**src/rtl/mult_pkg.sv**
```systemverilog
// Shared types and helpers for the sequential shift-add multiplier.
// Latency: n/a (declarations only).
// Backpressure: n/a.
package mult_pkg;

    localparam int STATE_W = 2;
    localparam int MAX_W   = 32;

    typedef enum logic [STATE_W-1:0] {
        IDLE = 2'd0,
        CALC = 2'd1,
        FIX  = 2'd2,
        DONE = 2'd3
    } state_t;

    // Magnitude of a sign-extended operand; callers keep the low WIDTH bits.
    // The most negative WIDTH-bit value maps to 2^(WIDTH-1), which still fits.
    function automatic logic [MAX_W-1:0] abs_w(input logic [MAX_W-1:0] x);
        return x[MAX_W-1] ? ((~x) + MAX_W'(1)) : x;
    endfunction

    // Two's-complement negate at full product width; callers keep 2*WIDTH bits.
    function automatic logic [2*MAX_W-1:0] neg_2w(input logic [2*MAX_W-1:0] x);
        return (~x) + (2*MAX_W)'(1);
    endfunction

endpackage

```
**src/rtl/mult_seq_if.sv**
```systemverilog
// Request/result bundle between a requester and the sequential multiplier.
// Latency: none (wires only).
// Backpressure: none; the requester must watch busy/done before issuing start.
interface mult_seq_if #(
    parameter int WIDTH = 4
);
    logic             start;
    logic             signed_mode;
    logic [WIDTH-1:0] a;
    logic [WIDTH-1:0] b;
    logic             busy;
    logic             done;
    logic [WIDTH-1:0] prod_lo;
    logic [WIDTH-1:0] prod_hi;

    modport master (
        output start, signed_mode, a, b,
        input  busy, done, prod_lo, prod_hi
    );

    modport slave (
        input  start, signed_mode, a, b,
        output busy, done, prod_lo, prod_hi
    );
endinterface

```
**src/rtl/mult_seq.sv**
```systemverilog
// Radix-2 shift-add WIDTHxWIDTH multiplier, signed or unsigned, 2*WIDTH-bit result.
// Latency: done rises WIDTH+1 edges after the accepting edge; one product per WIDTH+3 cycles.
// Backpressure: start is only sampled in IDLE; starts while busy or during done are dropped.
module mult_seq
    import mult_pkg::*;
#(
    parameter int WIDTH = 4
) (
    input  logic       clk,
    input  logic       rst,
    mult_seq_if.slave  bus
);

    localparam int CW = $clog2(WIDTH + 1);
    localparam int PW = 2 * WIDTH;

    state_t           state_q, state_d;
    logic [CW-1:0]    cnt_q, cnt_d;
    logic [PW-1:0]    acc_q, acc_d;
    logic [PW-1:0]    mcand_q, mcand_d;
    logic [WIDTH-1:0] mplier_q, mplier_d;
    logic             neg_q, neg_d;
    logic             busy_q, busy_d;
    logic             done_q, done_d;
    logic [WIDTH-1:0] prod_lo_q, prod_lo_d;
    logic [WIDTH-1:0] prod_hi_q, prod_hi_d;

    logic [MAX_W-1:0]   a_ext, b_ext, a_abs, b_abs;
    logic [2*MAX_W-1:0] acc_neg_full;
    logic [WIDTH-1:0]   a_mag, b_mag;
    logic [PW-1:0]      acc_fixed;
    logic               unused_bits;

    // Operand magnitudes for loading, and the sign-corrected accumulator for FIX.
    always_comb begin
        a_ext        = MAX_W'(signed'(bus.a));
        b_ext        = MAX_W'(signed'(bus.b));
        a_abs        = abs_w(a_ext);
        b_abs        = abs_w(b_ext);
        a_mag        = bus.signed_mode ? a_abs[WIDTH-1:0] : bus.a;
        b_mag        = bus.signed_mode ? b_abs[WIDTH-1:0] : bus.b;
        acc_neg_full = neg_2w((2*MAX_W)'(acc_q));
        acc_fixed    = neg_q ? acc_neg_full[PW-1:0] : acc_q;
        unused_bits  = ^{a_abs, b_abs, acc_neg_full};
    end

    // Next-state and datapath: capture in IDLE, one multiplier bit per CALC cycle,
    // sign fix in FIX, single-cycle done in DONE.
    always_comb begin
        state_d   = state_q;
        cnt_d     = cnt_q;
        acc_d     = acc_q;
        mcand_d   = mcand_q;
        mplier_d  = mplier_q;
        neg_d     = neg_q;
        prod_lo_d = prod_lo_q;
        prod_hi_d = prod_hi_q;

        unique case (state_q)
            IDLE: begin
                if (bus.start) begin
                    state_d  = CALC;
                    mcand_d  = {{WIDTH{1'b0}}, a_mag};
                    mplier_d = b_mag;
                    neg_d    = bus.signed_mode & (bus.a[WIDTH-1] ^ bus.b[WIDTH-1]);
                    acc_d    = '0;
                    cnt_d    = CW'(WIDTH);
                end
            end
            CALC: begin
                // mcand_q already carries the shift for the current bit position.
                if (mplier_q[0]) begin
                    acc_d = acc_q + mcand_q;
                end
                mcand_d  = mcand_q << 1;
                mplier_d = mplier_q >> 1;
                cnt_d    = cnt_q - CW'(1);
                if (cnt_q == CW'(1)) begin
                    state_d = FIX;
                end
            end
            FIX: begin
                acc_d     = acc_fixed;
                prod_lo_d = acc_fixed[WIDTH-1:0];
                prod_hi_d = acc_fixed[PW-1:WIDTH];
                state_d   = DONE;
            end
            DONE: begin
                state_d = IDLE;
            end
            default: begin
                state_d = IDLE;
            end
        endcase

        busy_d = (state_d != IDLE);
        done_d = (state_d == DONE);
    end

    // All state and outputs registered; reset discards any operation in flight.
    always_ff @(posedge clk) begin
        if (rst) begin
            state_q   <= IDLE;
            cnt_q     <= '0;
            acc_q     <= '0;
            mcand_q   <= '0;
            mplier_q  <= '0;
            neg_q     <= 1'b0;
            busy_q    <= 1'b0;
            done_q    <= 1'b0;
            prod_lo_q <= '0;
            prod_hi_q <= '0;
        end else begin
            state_q   <= state_d;
            cnt_q     <= cnt_d;
            acc_q     <= acc_d;
            mcand_q   <= mcand_d;
            mplier_q  <= mplier_d;
            neg_q     <= neg_d;
            busy_q    <= busy_d;
            done_q    <= done_d;
            prod_lo_q <= prod_lo_d;
            prod_hi_q <= prod_hi_d;
        end
    end

    assign bus.busy    = busy_q;
    assign bus.done    = done_q;
    assign bus.prod_lo = prod_lo_q;
    assign bus.prod_hi = prod_hi_q;

endmodule

```
**src/flat_wrapper.sv**
```systemverilog
// flat-port wrapper written by rule: the top's interface ports become plain ports
module mult_seq_flat import mult_pkg::*;
#(
    parameter int WIDTH = 4
)
  (clk, rst, bus_start, bus_signed_mode, bus_a, bus_b, bus_busy, bus_done, bus_prod_lo, bus_prod_hi);
  mult_seq_if #(.WIDTH(WIDTH)) bus_i ();
  input  logic clk;
  input  logic rst;
  input wire logic [$bits(bus_i.start)-1:0] bus_start;
  input wire logic [$bits(bus_i.signed_mode)-1:0] bus_signed_mode;
  input wire logic [$bits(bus_i.a)-1:0] bus_a;
  input wire logic [$bits(bus_i.b)-1:0] bus_b;
  output wire logic [$bits(bus_i.busy)-1:0] bus_busy;
  output wire logic [$bits(bus_i.done)-1:0] bus_done;
  output wire logic [$bits(bus_i.prod_lo)-1:0] bus_prod_lo;
  output wire logic [$bits(bus_i.prod_hi)-1:0] bus_prod_hi;
  assign bus_i.start = bus_start;
  assign bus_i.signed_mode = bus_signed_mode;
  assign bus_i.a = bus_a;
  assign bus_i.b = bus_b;
  assign bus_busy = bus_i.busy;
  assign bus_done = bus_i.done;
  assign bus_prod_lo = bus_i.prod_lo;
  assign bus_prod_hi = bus_i.prod_hi;
  mult_seq #(.WIDTH(WIDTH)) u_core (.clk(clk), .rst(rst), .bus(bus_i));
endmodule
```
**config.mk**
```make
export PLATFORM = sky130hd
export DESIGN_NAME = mult_seq_flat
export DESIGN_NICKNAME = d
export VERILOG_FILES = /design/src/rtl/mult_pkg.sv /design/src/rtl/mult_seq_if.sv /design/src/rtl/mult_seq.sv /design/src/flat_wrapper.sv
export SDC_FILE = /design/constraint.sdc
export NUM_CORES = 1
export LEC_CHECK = 0
export BUFFER_PORTS_ARGS = -buffer_cell sky130_fd_sc_hd__buf_2
export CAP_MARGIN = 0
export CORE_UTILIZATION = 60
export CTS_CLUSTER_SIZE = 24
export DETAILED_ROUTE_END_ITERATION = 8
export HOLD_SLACK_MARGIN = 0.15
export PLACE_DENSITY = 0.81
export REMOVE_ABC_BUFFERS = 1
export SETUP_SLACK_MARGIN = 0.15
export SLEW_MARGIN = 10
export SYNTH_ARGS = -nofsm -noshare
export SYNTH_HDL_FRONTEND = slang
export SYNTH_SLANG_ARGS = --single-unit
```
**constraint.sdc**
```tcl
create_clock -name clk -period 3.3 [get_ports clk]
set_input_delay 0.33 -clock clk [delete_from_list [all_inputs] [get_ports clk]]
set_output_delay 0.33 -clock clk [all_outputs]
set_load 0.05 [all_outputs]
```
==> run_results.csv <==
group,metric,value,unit
run_status,outcome,"completed",
hold_path,hp-class,"in2reg",
synthesis,syn_area,2130,um2
critical_path,cp_cell_sequence,"inv_1 > ha_1 > nor2_1 > nor2_1 > o22ai_1 > a211oi_1",
timing,rsz0062_at_grt,"false",
synthesis,syn_area_per_cell,8.46,um2
critical_path,critPathCaptureType,"flop",
critical_path,crit_slowest_cell,"ha_1",
place,dp_hpwl,3110,um
critical_path,cp.arrival,2490,ps
timing,setup_viol,0,
cts,htreeDepth,2,
routing,num_vias,1806,
place,place_ws,1120,ps
power,cellPowerDensity,408,nW/um2
routing,drtPass1Iterations,4,
critical_path,cpPeakStageDelay,670,ps
die,die_w,61.6,um
die,chipHeight,61.6,um
place,portBuffers,21,
synthesis,netlist.area_leader.share,33.8,%
timing,setup_ws,1070,ps
routing,wire_per_inst,13.3,um
finish,final_cells,318,
cts,clkTransAtPathRegs,110,ps
run,max_cap_viol_count,0,
cts,holdBufCountCts,0,
cts,numCtsBuffers,5,
synthesis,synth_edf_count,0,
synthesis,synth_warnings,0,
cts,clk_path_buf_depth,2,
finish,area.growth.synth_to_final,8.46,%
die,start_util,63.4,%
die,ios,22,
synthesis,synthArstFlopShare,0,%
synthesis,syn-instance-count,252,
cts,clk_latency,350,ps
cts,cts.repair.resized,0,
routing,routed_wl,4240,um
synthesis,synth_seq_area_share,33.8,%
timing,fin_crit_sh,67.7,%
die,die_area,3790,um2
critical_path,path_class,"reg2reg",
timing,maxSlewHeadroom,48.4,%
grt,track_usage,25.1,%
cts,cts.sinks,36,
routing,ant_nets,0,
timing,final_hold_viol_count,0,
power,p_leak,0.971,nW
synthesis,yosysUniqueCellTypes,51,
timing,tightestPinTransition,774,ps
die,std_cell_rows,21,
timing,finClkSkew,13.5,ps
grt,grt_pass1_wl,6950,um
grt,grt_pass1_vias,1535,
synthesis,synth.largest_area_cell,"dfxtp_1",
timing,report.final.slew_viol_count,0,
synthesis,synthFlopType,"dfxtp_1",
finish,layout.nets,300,
place,place_inst,310,
finish,n_antenna_cell,0,
power,peakVddDrop,0.000278,V
cts,root_buffer,"clkbuf_4",
synthesis,synth_most_common_cell,"dfxtp_1",
critical_path,cp.required,3550,ps
grt,antenna_found_initial,0,
synthesis,synth.area.top_cells,"dfxtp_1 34%, ha_1 9.4%, nor2_1 5.5%",
routing,first_iter_violations,119,
finish,layout-drive-gt1-share,12.5,%
die,core-area,3360,um2
grt,grt_max_degree,38,
routing,drc,0,
synthesis,synthTopCellsByCount,"36 x dfxtp_1, 31 x nor2_1, 25 x nand2_1",
finish,finish.utilization,68.7,%
synthesis,ys_seq_elements,36,
routing,viasPerCell,5.68,
critical_path,critPathLaunchType,"flop",
timing,totalNegativeSetupSlack,0,ps
grt,grt.overflow.total,0,
cts,cts_tree,"yes",
critical_path,path_max_fanout,23,
timing,max_freq,447,MHz
place,routabilityCongestion,0.876,
cts,post_cts_buffers,0,
critical_path,cp_common_cell,"nor2_1",
timing,period_minus_slack,2230,ps
critical_path,rrSetupSlack,1070,ps
==> registers in the layout, indices dropped and copies added (netlist names) <==
signal and cells:
u_core.acc_q 8, u_core.mcand_q 8, u_core.bus.prod_hi 4, u_core.bus.prod_lo 4
u_core.mplier_q 4, u_core.cnt_q 3, u_core.state_q 2, u_core.bus.busy 1
u_core.bus.done 1, u_core.neg_q 1
==> layout by cell type (no fill, tap or decap), types with 2 or more instances in the layout <==
cell type / Yosys / layout
nor3_1: 6 / 6
inv_1: 14 / 14
nand3_1: 5 / 5
xnor2_1: 7 / 7
nor2_1: 31 / 31
buf_2: 3 / 21
nand2b_1: 2 / 2
a31oi_1: 2 / 2
o32ai_1: 2 / 2
mux2i_1: 5 / 5
o22ai_1: 2 / 2
a21o_1: 4 / 4
o21bai_1: 3 / 3
nand2_1: 25 / 25
clkbuf_4: 0 / 5
a21oi_1: 17 / 17
xor2_1: 5 / 5
nor4_1: 2 / 2
ha_1: 16 / 16
nor2b_1: 2 / 2
nand3b_1: 3 / 3
o21ai_1: 7 / 7
o21ai_0: 3 / 3
a22oi_1: 8 / 8
a21boi_1: 3 / 3
dfxtp_1: 36 / 36
a211oi_1: 8 / 8
o31ai_1: 3 / 3
and4_1: 2 / 2
==> metrics by stage <==
stage               area [um2]  hold WS [ps]  power, mW
finish                    2310           269      0.942
global route              2310           282      0.991
CTS                       2310           267      0.947
detailed placement        2230           444      0.638
global placement          2230           439      0.634
floorplan                 2070           397      0.590
==> critical path, delay by kind of cell, from the launching register on <==
kind | cells | cell delay [ps]
fa+ha+maj | 1 | 670
buf+inv | 1 | 100
flops | 1 | 340
simple gates | 2 | 650
compound gates | 2 | 390
==> power breakdown <==
part / internal, mW / leakage, nW / switching, mW / total, mW
clock: 0.158 / 0.0412 / 0.155 / 0.313
combinational: 0.0582 / 0.637 / 0.0997 / 0.158
sequential: 0.454 / 0.293 / 0.0175 / 0.472
==> kinds of logic (layout without fill, tap and decap cells) <==
| family | Yosys count | in the layout | synth area share (%) |
|---|---|---|---|
| and+or+nand+nor | 85 | 85 | 19.1 |
| DFF | 36 | 36 | 33.8 |
| muxes | 6 | 6 | 2.88 |
| buffers and inverters | 23 | 43 | 5.40 |
| xor gates and xnor gates | 12 | 12 | 4.93 |
| adders and majority gates | 17 | 17 | 10.3 |
| AOI/OAI and AO/OA | 73 | 73 | 23.5 |
==> final timing paths <==
| check | cells past startpoint | from | end |
|---|---|---|---|
| max | 6 | u_core.state_q[1] | u_core.mplier_q[1] |
| min | 3 | bus_a[0] | u_core.mcand_q[0] |
| max reg2reg | 6 | u_core.state_q[1] | u_core.mplier_q[1] |
| min reg2reg | 2 | u_core.bus.prod_lo[3] | u_core.bus.prod_lo[3] |
==> area by class of cell <==
class                      count  area (um2)
inverter                      14        52.6
tap                           46        57.6
multi-input combinational    193        1290
sequential                    36         721
clock buffer                   5        37.5
clock inverter                 3        42.5
fill                         300        1050
timing repair buffer          21         105
==> routing by layer <==
metal,track usage (%),vias to the layer above,routed length [um]
li1,-,946,-
met1,35.7,824,2180
met2,37.0,30,1860
met3,5.67,6,146
met4,9.21,0,48
met5,0,-,0
(Power assumes the default switching activity.)
